**src/rtl/t_switch_vcq.sv**
```systemverilog
// Three-port (left, right, up) tree switch with per-input, per-VC FIFOs.
// Each output runs its own round-robin arbiter over the 2*VC_W queues that can reach it.
module t_switch_vcq #(
  parameter int               N      = 8,
  parameter int               A_W    = $clog2(N) + 1,
  parameter int               D_W    = 32,
  parameter int               posl   = 1,
  parameter logic [A_W-1:0]   posx   = {A_W{1'b0}},
  parameter int               VC_W   = 2,
  parameter int               FIFO_D = 4
) (
  input  logic                            clk,
  input  logic                            rst,
  input  logic [VC_W-1:0][A_W+D_W:0]      l_i,
  input  logic [VC_W-1:0]                 l_i_v,
  output logic [VC_W-1:0]                 l_i_bp,
  input  logic [VC_W-1:0][A_W+D_W:0]      r_i,
  input  logic [VC_W-1:0]                 r_i_v,
  output logic [VC_W-1:0]                 r_i_bp,
  input  logic [VC_W-1:0][A_W+D_W:0]      u0_i,
  input  logic [VC_W-1:0]                 u0_i_v,
  output logic [VC_W-1:0]                 u0_i_bp,
  output logic [A_W+D_W:0]                l_o,
  output logic [VC_W-1:0]                 l_o_v,
  input  logic [VC_W-1:0]                 l_o_bp,
  output logic [A_W+D_W:0]                r_o,
  output logic [VC_W-1:0]                 r_o_v,
  input  logic [VC_W-1:0]                 r_o_bp,
  output logic [A_W+D_W:0]                u0_o,
  output logic [VC_W-1:0]                 u0_o_v,
  input  logic [VC_W-1:0]                 u0_o_bp
);
  localparam int PW = A_W + D_W + 1;
  localparam int NQ = 3 * VC_W;
  localparam int NR = 2 * VC_W;
  localparam int IW = $clog2(FIFO_D);
  localparam int CW = IW + 1;
  localparam int RW = $clog2(NR);
  localparam logic [1:0] DIR_L = 2'd0;
  localparam logic [1:0] DIR_R = 2'd1;
  localparam logic [1:0] DIR_U = 2'd2;

  // Queue index q = dir*VC_W + v; output o's feeders in L,R,U0 order minus itself.
  function automatic logic [1:0] feed_dir(input int o, input int d);
    if (o == 0)      feed_dir = (d == 0) ? DIR_R : DIR_U;
    else if (o == 1) feed_dir = (d == 0) ? DIR_L : DIR_U;
    else             feed_dir = (d == 0) ? DIR_L : DIR_R;
  endfunction

  function automatic int qidx(input int o, input int r);
    return int'(feed_dir(o, r / VC_W)) * VC_W + r % VC_W;
  endfunction

  function automatic logic [1:0] route(input logic [PW-1:0] pkt, input logic [1:0] src);
    logic [A_W-1:0] addr;
    logic           up;
    addr = pkt[A_W+D_W-1:D_W];
    up   = (((addr ^ posx) >> (posl + 1)) != {A_W{1'b0}});
    case (src)
      DIR_L:   route = up ? DIR_U : DIR_R;
      DIR_R:   route = up ? DIR_U : DIR_L;
      default: route = addr[posl] ? DIR_R : DIR_L;
    endcase
  endfunction

  logic [PW-1:0] mem_q [NQ][FIFO_D];
  logic [IW-1:0] wr_q  [NQ];
  logic [IW-1:0] rd_q  [NQ];
  logic [CW-1:0] cnt_q [NQ];
  logic [CW-1:0] cnt_d [NQ];
  logic [NQ-1:0] bp_q;
  logic [PW-1:0] in_s   [NQ];
  logic [PW-1:0] head_s [NQ];
  logic [1:0]    dest_s [NQ];
  logic [NQ-1:0] in_v_s, push_s, pop_s;

  always_comb begin
    in_v_s = '0;
    for (int v = 0; v < VC_W; v++) begin
      in_s[v]            = l_i[v];
      in_s[VC_W + v]     = r_i[v];
      in_s[2 * VC_W + v] = u0_i[v];
      in_v_s[v]            = l_i_v[v];
      in_v_s[VC_W + v]     = r_i_v[v];
      in_v_s[2 * VC_W + v] = u0_i_v[v];
    end
  end

  always_comb begin
    push_s = '0;
    for (int q = 0; q < NQ; q++) begin
      head_s[q] = mem_q[q][rd_q[q]];
      dest_s[q] = route(head_s[q], 2'(q / VC_W));
      push_s[q] = in_v_s[q] && !bp_q[q];
      cnt_d[q]  = cnt_q[q] + CW'(push_s[q]) - CW'(pop_s[q]);
    end
  end

  // Storage carries no reset; validity is tracked by the counters alone.
  always_ff @(posedge clk) begin
    for (int q = 0; q < NQ; q++) begin
      if (!rst && push_s[q]) mem_q[q][wr_q[q]] <= in_s[q];
    end
  end

  always_ff @(posedge clk) begin
    if (rst) begin
      bp_q <= '0;
      for (int q = 0; q < NQ; q++) begin
        wr_q[q]  <= '0;
        rd_q[q]  <= '0;
        cnt_q[q] <= '0;
      end
    end else begin
      for (int q = 0; q < NQ; q++) begin
        wr_q[q]  <= push_s[q] ? wr_q[q] + IW'(1) : wr_q[q];
        rd_q[q]  <= pop_s[q]  ? rd_q[q] + IW'(1) : rd_q[q];
        cnt_q[q] <= cnt_d[q];
        bp_q[q]  <= (cnt_d[q] == CW'(FIFO_D));
      end
    end
  end

  for (genvar o = 0; o < 3; o++) begin : g_out
    logic [NR-1:0]   req_s;
    logic [RW-1:0]   gptr_q, gptr_d;
    logic [PW-1:0]   gout_s;
    logic [VC_W-1:0] gout_v_s, gobp_s;
    logic [NQ-1:0]   gpop_s;
    int              best_s, gnt_s;

    assign gobp_s = (o == 0) ? l_o_bp : ((o == 1) ? r_o_bp : u0_o_bp);

    // Winner is the eligible requester with the smallest cyclic distance from the pointer.
    always_comb begin
      req_s    = '0;
      best_s   = NR;
      gnt_s    = 0;
      gout_s   = '0;
      gout_v_s = '0;
      gpop_s   = '0;
      gptr_d   = gptr_q;
      for (int r = 0; r < NR; r++) begin
        req_s[r] = (cnt_q[qidx(o, r)] != '0) && (dest_s[qidx(o, r)] == 2'(o)) && !gobp_s[r % VC_W];
        if (req_s[r] && ((r + NR - int'(gptr_q)) % NR) < best_s) begin
          best_s = (r + NR - int'(gptr_q)) % NR;
          gnt_s  = r;
        end else begin
          best_s = best_s;
        end
      end
      for (int r = 0; r < NR; r++) begin
        if (best_s < NR && gnt_s == r) begin
          gout_s               = head_s[qidx(o, r)];
          gout_v_s[r % VC_W]   = 1'b1;
          gpop_s[qidx(o, r)]   = 1'b1;
          gptr_d               = RW'((r + 1) % NR);
        end else begin
          gout_s = gout_s;
        end
      end
    end

    always_ff @(posedge clk) begin
      if (rst) gptr_q <= '0;
      else     gptr_q <= gptr_d;
    end
  end

  assign pop_s   = g_out[0].gpop_s | g_out[1].gpop_s | g_out[2].gpop_s;
  assign l_o     = g_out[0].gout_s;
  assign l_o_v   = g_out[0].gout_v_s;
  assign r_o     = g_out[1].gout_s;
  assign r_o_v   = g_out[1].gout_v_s;
  assign u0_o    = g_out[2].gout_s;
  assign u0_o_v  = g_out[2].gout_v_s;
  assign l_i_bp  = bp_q[VC_W-1:0];
  assign r_i_bp  = bp_q[2*VC_W-1:VC_W];
  assign u0_i_bp = bp_q[NQ-1:2*VC_W];

endmodule

```
**config.mk**
```make
export PLATFORM = sky130hd
export DESIGN_NAME = t_switch_vcq
export DESIGN_NICKNAME = d
export VERILOG_FILES = /design/src/rtl/t_switch_vcq.sv
export SDC_FILE = /design/constraint.sdc
export NUM_CORES = 1
export LEC_CHECK = 0
export ABC_CLOCK_PERIOD_IN_PS = 6100
export CORE_ASPECT_RATIO = 0.75
export CORE_MARGIN = 2
export CORE_UTILIZATION = 25
export DETAILED_ROUTE_END_ITERATION = 10
export GPL_TIMING_DRIVEN = 0
export PLACE_DENSITY = 0.49
export SETUP_SLACK_MARGIN = 0.2
export SLEW_MARGIN = 30
export SYNTH_ARGS = -nofsm -noshare
export SYNTH_HDL_FRONTEND = slang
export SYNTH_SLANG_ARGS = --single-unit
```
**constraint.sdc**
```tcl
create_clock -name clk -period 6.1 [get_ports clk]
set_input_delay 1.22 -clock clk [delete_from_list [all_inputs] [get_ports clk]]
set_output_delay 1.22 -clock clk [all_outputs]
set_load 0.02 [all_outputs]
```
==> results of run 1 <==
## cells in the final DEF, fill, tap and decap left out, drive strengths merged, types with 4 or more instances in the layout
master,n
a211oi,9
a21oi,96
a222oi,34
a22oi,71
a31oi,37
and2,24
buf,337
bufinv,6
clkbuf,201
clkdlybuf4s50,237
clkinv,38
dfxtp,54
diode,9
edfxtp,888
fa,6
ha,42
inv,50
mux4,222
nand2,118
nand2b,5
nand3,4
nor2,118
nor2b,32
nor3,15
nor3b,8
nor4,10
o211ai,5
o21ai,15
or2,5
or3,7
xnor2,22
## per-layer routing
metal | global-route usage | vias to the layer above
met1 | 0.221 | 12213
met3 | 0.0556 | 456
met5 | 0 | -
met4 | 0.104 | 36
met2 | 0.283 | 1312
li1 | - | 9641
## cell families (layout without fill, tap and decap cells)
logic type / count (synthesis) / after routing / synth area share
other: 0 / 9 / 0
flip-flops: 942 / 942 / 0.731
AND/OR/NAND/NOR: 355 / 355 / 0.0439
AO/OA/AOI/OAI: 293 / 293 / 0.0527
adder cells (fa/ha/maj): 48 / 48 / 0.0170
XOR/XNOR: 24 / 24 / 0.00554
buffers and inverters: 163 / 872 / 0.0171
multiplexers: 226 / 226 / 0.133
## Yosys cell counts, types with 3 or more instances
cell	instances
or4_1	3
nor3b_1	7
inv_1	49
nor4_1	10
clkbuf_1	80
edfxtp_1	888
or3_1	7
a222oi_1	34
o21a_1	3
nand3_1	4
buf_1	18
a22oi_1	71
nand2b_1	5
buf_6	3
buf_2	13
nor2_1	117
fa_1	6
nor2b_1	32
a21oi_1	95
nor3_1	15
and2_1	24
o21ai_0	14
dfxtp_1	54
ha_1	42
a31oi_1	37
nand2_1	118
o211ai_1	5
a211oi_1	7
a21o_1	3
mux4_2	222
or2_2	5
xnor2_1	22
## where the power goes
group / leakage (uW) / internal (uW) / switching [uW]
combinational: 0.00661 / 5710 / 7910
clock: 0.00147 / 3250 / 2530
sequential: 0.00851 / 7530 / 190
total: 0.0166 / 16500 / 10600
## path summary, 6_finish.rpt
check	startpoint	cells past startpoint	to	slack, ns
worst max register to register	rd_q[0][0]	32	bp_q[0]	-0.06
worst max-delay path	r_o_bp[0]	21	r_o[27]	-1.0
worst min register to register	wr_q[5][0]	2	wr_q[5][0]	0.58
worst min-delay path	wr_q[5][0]	2	wr_q[5][0]	0.58
## cell type report
| cell class | count | area, um2 |
|---|---|---|
| plain buffers | 113 | 1100 |
| inverters | 49 | 186 |
| fillers | 14082 | 98300 |
| diodes | 9 | 22.5 |
| repair buffers | 534 | 5600 |
| flip-flops and latches | 942 | 27800 |
| well taps | 2000 | 2500 |
| clock buffers | 131 | 2610 |
| multi-input cells | 946 | 11800 |
| clock inverters | 45 | 425 |
## per-stage QoR
stage	cell area, um2	hold slack, ns	total power [uW]
2_1_floorplan	38200	0.538	12800
3_3_place_gp	44300	0.567	17900
3_5_place_dp	44400	0.568	17900
4_1_cts	50200	0.578	25600
5_1_grt	52000	0.611	27800
6_report	52000	0.579	27100
## state kept, by name (all words and copies together), names as in the netlist
register,flops
g_out.gptr_q,6
cnt_q,18
rd_q,12
wr_q,12
bp_q,6
mem_q,888
## worst max-delay path, delay by kind of cell
family	cells	cell delay (ns)
AOI/OAI and AO/OA	8	1.76
and+or+nand+nor	6	1.24
buffers and inverters	5	1.15
adders and majority gates	2	0.49
## timing repair
| item | 4_1_cts | 5_1_grt |
|---|---|---|
| pin swaps | 150 | 163 |
| cloned | 5 | 7 |
| setup endpoints to repair | 135 | 134 |
| gates resized for setup | 1046 | 278 |
| buffers inserted | 99 | 63 |
==> run metrics, run 1 <==
highest routed layer met5; leakage 0.0166 uW; critical path class input pin to primary output; Via Count 23,658; final core utilization 0.346; DRC viols 1; relative slew slack 0.224; Die Span Y 341 um; 1st-pass router iterations 11; root buf cell clkbuf_16; row count 123; cell area after synthesis 0.0380 mm2; pin count of the biggest net entering global routing 38; ys async rst share 0; status finished, violations left; Post-synth EDFFs 888; Min-Delay Path Class register to register; Startpoint Class input pin; nets 2,967; Pwr Density 521 mW/mm2; wl on met1 54,700 um; top cells by area, synth edfxtp_1 (70%), mux4_2 (13%), dfxtp_1 (2.8%); Netlist cell types 61; crit path cell chain clkdlybuf4s50_1 > or4_4 > buf_8 > nand2_4 > o21ai_2 > a32oi_2 > ha_1 > a21o_1 > a21o_1 > a21oi_4 > a21oi_2 > ha_2 > nand2b_4 > o32a_1 > nor2_4 > nor3_4 > buf_6 > buf_12 > a222oi_1 > nand2_1 > buf_6; CTS Buf Count 97; placed insts 4,411; number of max-slew violations in the final report 0; WL per Instance 30.5 um; kind of end point of the critical path primary output; DP Wirelength 105,000 um; warnings from Yosys 0; core area 0.150 mm2; # hold bufs at CTS 0; worst path required time 4.88 ns; syn_nets 2,335; CP Data Arrival Time 5.88 ns; routability-driven placement congestion ratio 0.953; sequential element share of the synthesized area 0.731; die area 0.155 mm2; global-route wire length before repair 192,000 um; final hold viol count 0; clk_lat worst skew 0.73 ns; IO Pins 359; die width 454 um; violated checks DRC, setup timing; Worst Path Max Fanout 5; area added between synthesis and finish 37.1%; flop and latch count out of synthesis 942; number of global-route vias before repair 22,947; minimum clock period 7.10 ns; Initial Utilization 0.252; period utilization 1.16; post-route clock skew 0.0313 ns; clock-pin slew on the worst setup and hold paths 0.06 ns; CTS Sinks 942; fin cells 4,769; Max Cap Viol 0; Worst path max stage delay 0.56 ns; CP max-delay cell or4_4; CTS tree built; WL met3 13,400 um; initial antenna violation count 47; detailed-route wire length 146,000 um; pre-CTS WS -2.61 ns; Synth area leader edfxtp_1; Yosys top cell area share 0.702; final setup vio count 118; Max Clk Rate 141 MHz; CTS H-Tree Depth 3; met2 wire len 66,600 um; ratio of cells with drive above 1 in the final layout 0.380; PnR worst setup slack -0.998 ns; clk buf depth 3; Mapped Avg Cell Area 18.5 um2; Syn Inst Count 2,051; setup TNS -83.96 ns; routed vias/inst 4.96; worst vdd ir 333 uV; Top FF cell, synth edfxtp_1; grt total ovfl 0; RSZ-0062 raised after global routing yes; GRT Util Overall 0.181; Slew @ Worst Pin 1.16 ns; Starting DRT DRC Count 2,925; Buffers on Ports 357; post-route ant nets 0
(Power assumes the default switching activity.)
==> inputs of run 2 (changes only) <==
- CORE_UTILIZATION: 25 -> 52
- PLACE_DENSITY: 0.49 -> 0.82
==> run 2 against run 1 <==
Net effect:
- the flow finishes with violations (setup timing)
- worst hold slack improved by 0.022 ns
- critical path type is now register to primary output
- largest cell class unchanged
- cell count fell by 23%
- non-clock buffer count shrank 58
- total power fell by 5.0%
- combinational power shrank 9%
==> run metrics, run 2 (synthesized netlist as in run 1, its figures left out) <==
setup TNS -68.17 ns (+15.80 ns); Tot Pwr 25,800 uW (-5.0%); worst r2r src rd_q[0][0]; period utilization 1.15 (-0.0147); Via Count 24,134 (+2.0%); final core utilization 0.684 (+0.338); Max Clk Rate 143 MHz (+1.3%); nets 2,901 (-2.2%); placed insts 3,377 (-23%); P_sw 10,100 uW (-5.0%); Worst Path Max Fanout 10 (+5); violated checks setup timing; worst vdd ir 499 uV (+50%); area added between synthesis and finish 29.7%; fin cells 3,650 (-23%); number of global-route vias before repair 23,541 (+2.6%); max FFs per register 888 (unchanged); hold depth 2 (unchanged); root buf cell clkbuf_16; initial antenna violation count 5 (-89%); commonest non-fill, non-tap cell in the layout edfxtp_1; Hold WS 0.601 ns (+0.0223 ns); CP Data Arrival Time 5.79 ns (-0.09 ns); pin count of the biggest net entering global routing 38 (unchanged); Pint 15,700 uW (-5.0%); global-route wire length before repair 175,000 um (-8.8%); Startpoint Class register; final hold viol count 0 (unchanged); DP Wirelength 90,400 um (-14%); Min-Delay Path Class register to register; status finished, violations left; Die Span Y 238 um (-30%); PnR worst setup slack -0.908 ns (+0.0895 ns); clk_lat worst skew 0.67 ns (-0.06 ns); post-route clock skew 0.0293 ns (-0.00202 ns); die width 316 um (-30%); Buffers on Ports 357 (unchanged); RSZ-0062 raised after global routing yes; kind of end point of the critical path primary output; # hold bufs at CTS 0 (unchanged); Initial Utilization 0.527 (+0.275); final setup vio count 117 (-0.85%); routed vias/inst 6.61 (+33%); min-delay src wr_q[4][0]; critical path class register to primary output; minimum clock period 7.01 ns (-0.0895 ns); CTS H-Tree Depth 3 (unchanged); R2R cell count 27 (-16%); detailed-route wire length 129,000 um (-12%); GRT Util Overall 0.339 (+0.158); CTS Sinks 942 (unchanged); R2R Path End bp_q[0]; grt total ovfl 0 (unchanged); CTS Buf Count 88 (-9.3%); worst path required time 4.88 ns (about the same); ratio of cells with drive above 1 in the final layout 0.345 (-0.0351); routability-driven placement congestion ratio 0.992 (+4.1%); leakage 0.0161 uW (-3.3%); part of the power in combinational logic 0.482 (-0.020); core area 0.0720 mm2 (-52%); Hold EP wr_q[4][0]; Starting DRT DRC Count 3,809 (+30%); WL per Instance 35.3 um (+16%); Slew @ Worst Pin 1.07 ns (-0.0907 ns); switch share 0.392 (about the same); row count 85 (-31%); die area 0.0752 mm2 (-51%); DRC viols 0 (-1); register-to-register setup slack -0.07 ns (about the same); number of max-slew violations in the final report 0 (unchanged); IO Pins 359 (unchanged); sequential power share 0.300 (+0.015); 1st-pass router iterations 9 (-2); Pwr Density 523 mW/mm2 (+0.41%); post-route ant nets 0 (unchanged); Max Cap Viol 0 (unchanged); relative slew slack 0.286 (+0.0621); clk buf depth 3 (unchanged); CTS tree built; clock-pin slew on the worst setup and hold paths 0.07 ns (about the same); most frequent cells in the layout edfxtp_1 (888), clkdlybuf4s50_1 (237), mux4_2 (222), buf_6 (112), clkbuf_16 (99); clock power share 0.217 (+0.004)
run 2: critical path: stages (launching register included):
cell and delay [ns]:
dfxtp_4 0.40, mux4_2 0.61, or4_4 0.56, buf_8 0.14, nand2_4 0.04, o21ai_2 0.05, a32oi_2 0.21, ha_1 0.29
a21o_1 0.17, a21o_1 0.19, a21oi_4 0.17, a21oi_2 0.08, ha_2 0.18, nand2b_4 0.14, buf_4 0.14, a211o_1 0.31
a31oi_2 0.29, buf_6 0.23, buf_4 0.22, a21oi_1 0.08, a21oi_2 0.38, buf_4 0.22
run 2: how the worst max path moves through the flow:
stage	end	cells past startpoint	slack (ns)	from
3_5_place_dp	u0_o[5]	21	-2.27	u0_o_bp[0]
3_3_place_gp	l_o[26]	19	-2.49	l_o_bp[1]
5_1_grt	u0_o[28]	22	-0.98	rd_q[0][0]
4_1_cts	r_o[27]	21	-0.99	rd_q[0][0]
2_1_floorplan	r_o[21]	19	0.20	r_o_bp[0]
6_report	r_o[26]	21	-0.91	rd_q[0][0]
run 2: through the flow:
step	worst slack [ns]	area, um2
after floorplan	0.201	38200
after global placement	-2.49	43000
after detailed placement	-2.27	43300
after CTS	-0.986	48000
after global routing	-0.975	49200
final	-0.908	49200
run 2: what timing repair did:
item | CTS | global route
setup endpoints to repair | 138 | 131
resized for setup | 732 | 356
setup buffers | 57 | 40
endpoints found under the hold margin | 0 | 0
pin swaps | 86 | 130
cloned | 4 | 4
run 2: layout make-up:
| type | instances | area [um2] |
|---|---|---|
| antenna | 6 | 15.0 |
| buffer | 114 | 972 |
| clock buffer | 103 | 2290 |
| clock inverter | 57 | 628 |
| fill | 4501 | 22800 |
| inverter | 49 | 184 |
| multi-input combinational | 947 | 11200 |
| sequential | 942 | 27800 |
| tap | 957 | 1200 |
| timing repair buffer | 475 | 4950 |
run 2: layer usage:
| metal | GRT usage | share of wire | vias up |
|---|---|---|---|
| met4 | 0.141 | 0.047 | 4 |
| met5 | 0 | 0.00054 | - |
| met2 | 0.495 | 0.44 | 1870 |
| met3 | 0.142 | 0.16 | 309 |
| li1 | - | - | 9485 |
| met1 | 0.451 | 0.35 | 12466 |
run 2: power by group through the flow:
stage | Clock (uW) | Sequential, uW | Combinational (uW)
6_report | 5600 | 7730 | 12400
5_1_grt | 5860 | 7760 | 12600
4_1_cts | 5640 | 7720 | 10700
3_5_place_dp | 0 | 7850 | 9660
3_3_place_gp | 0 | 7830 | 9540
2_1_floorplan | 0 | 7800 | 5020
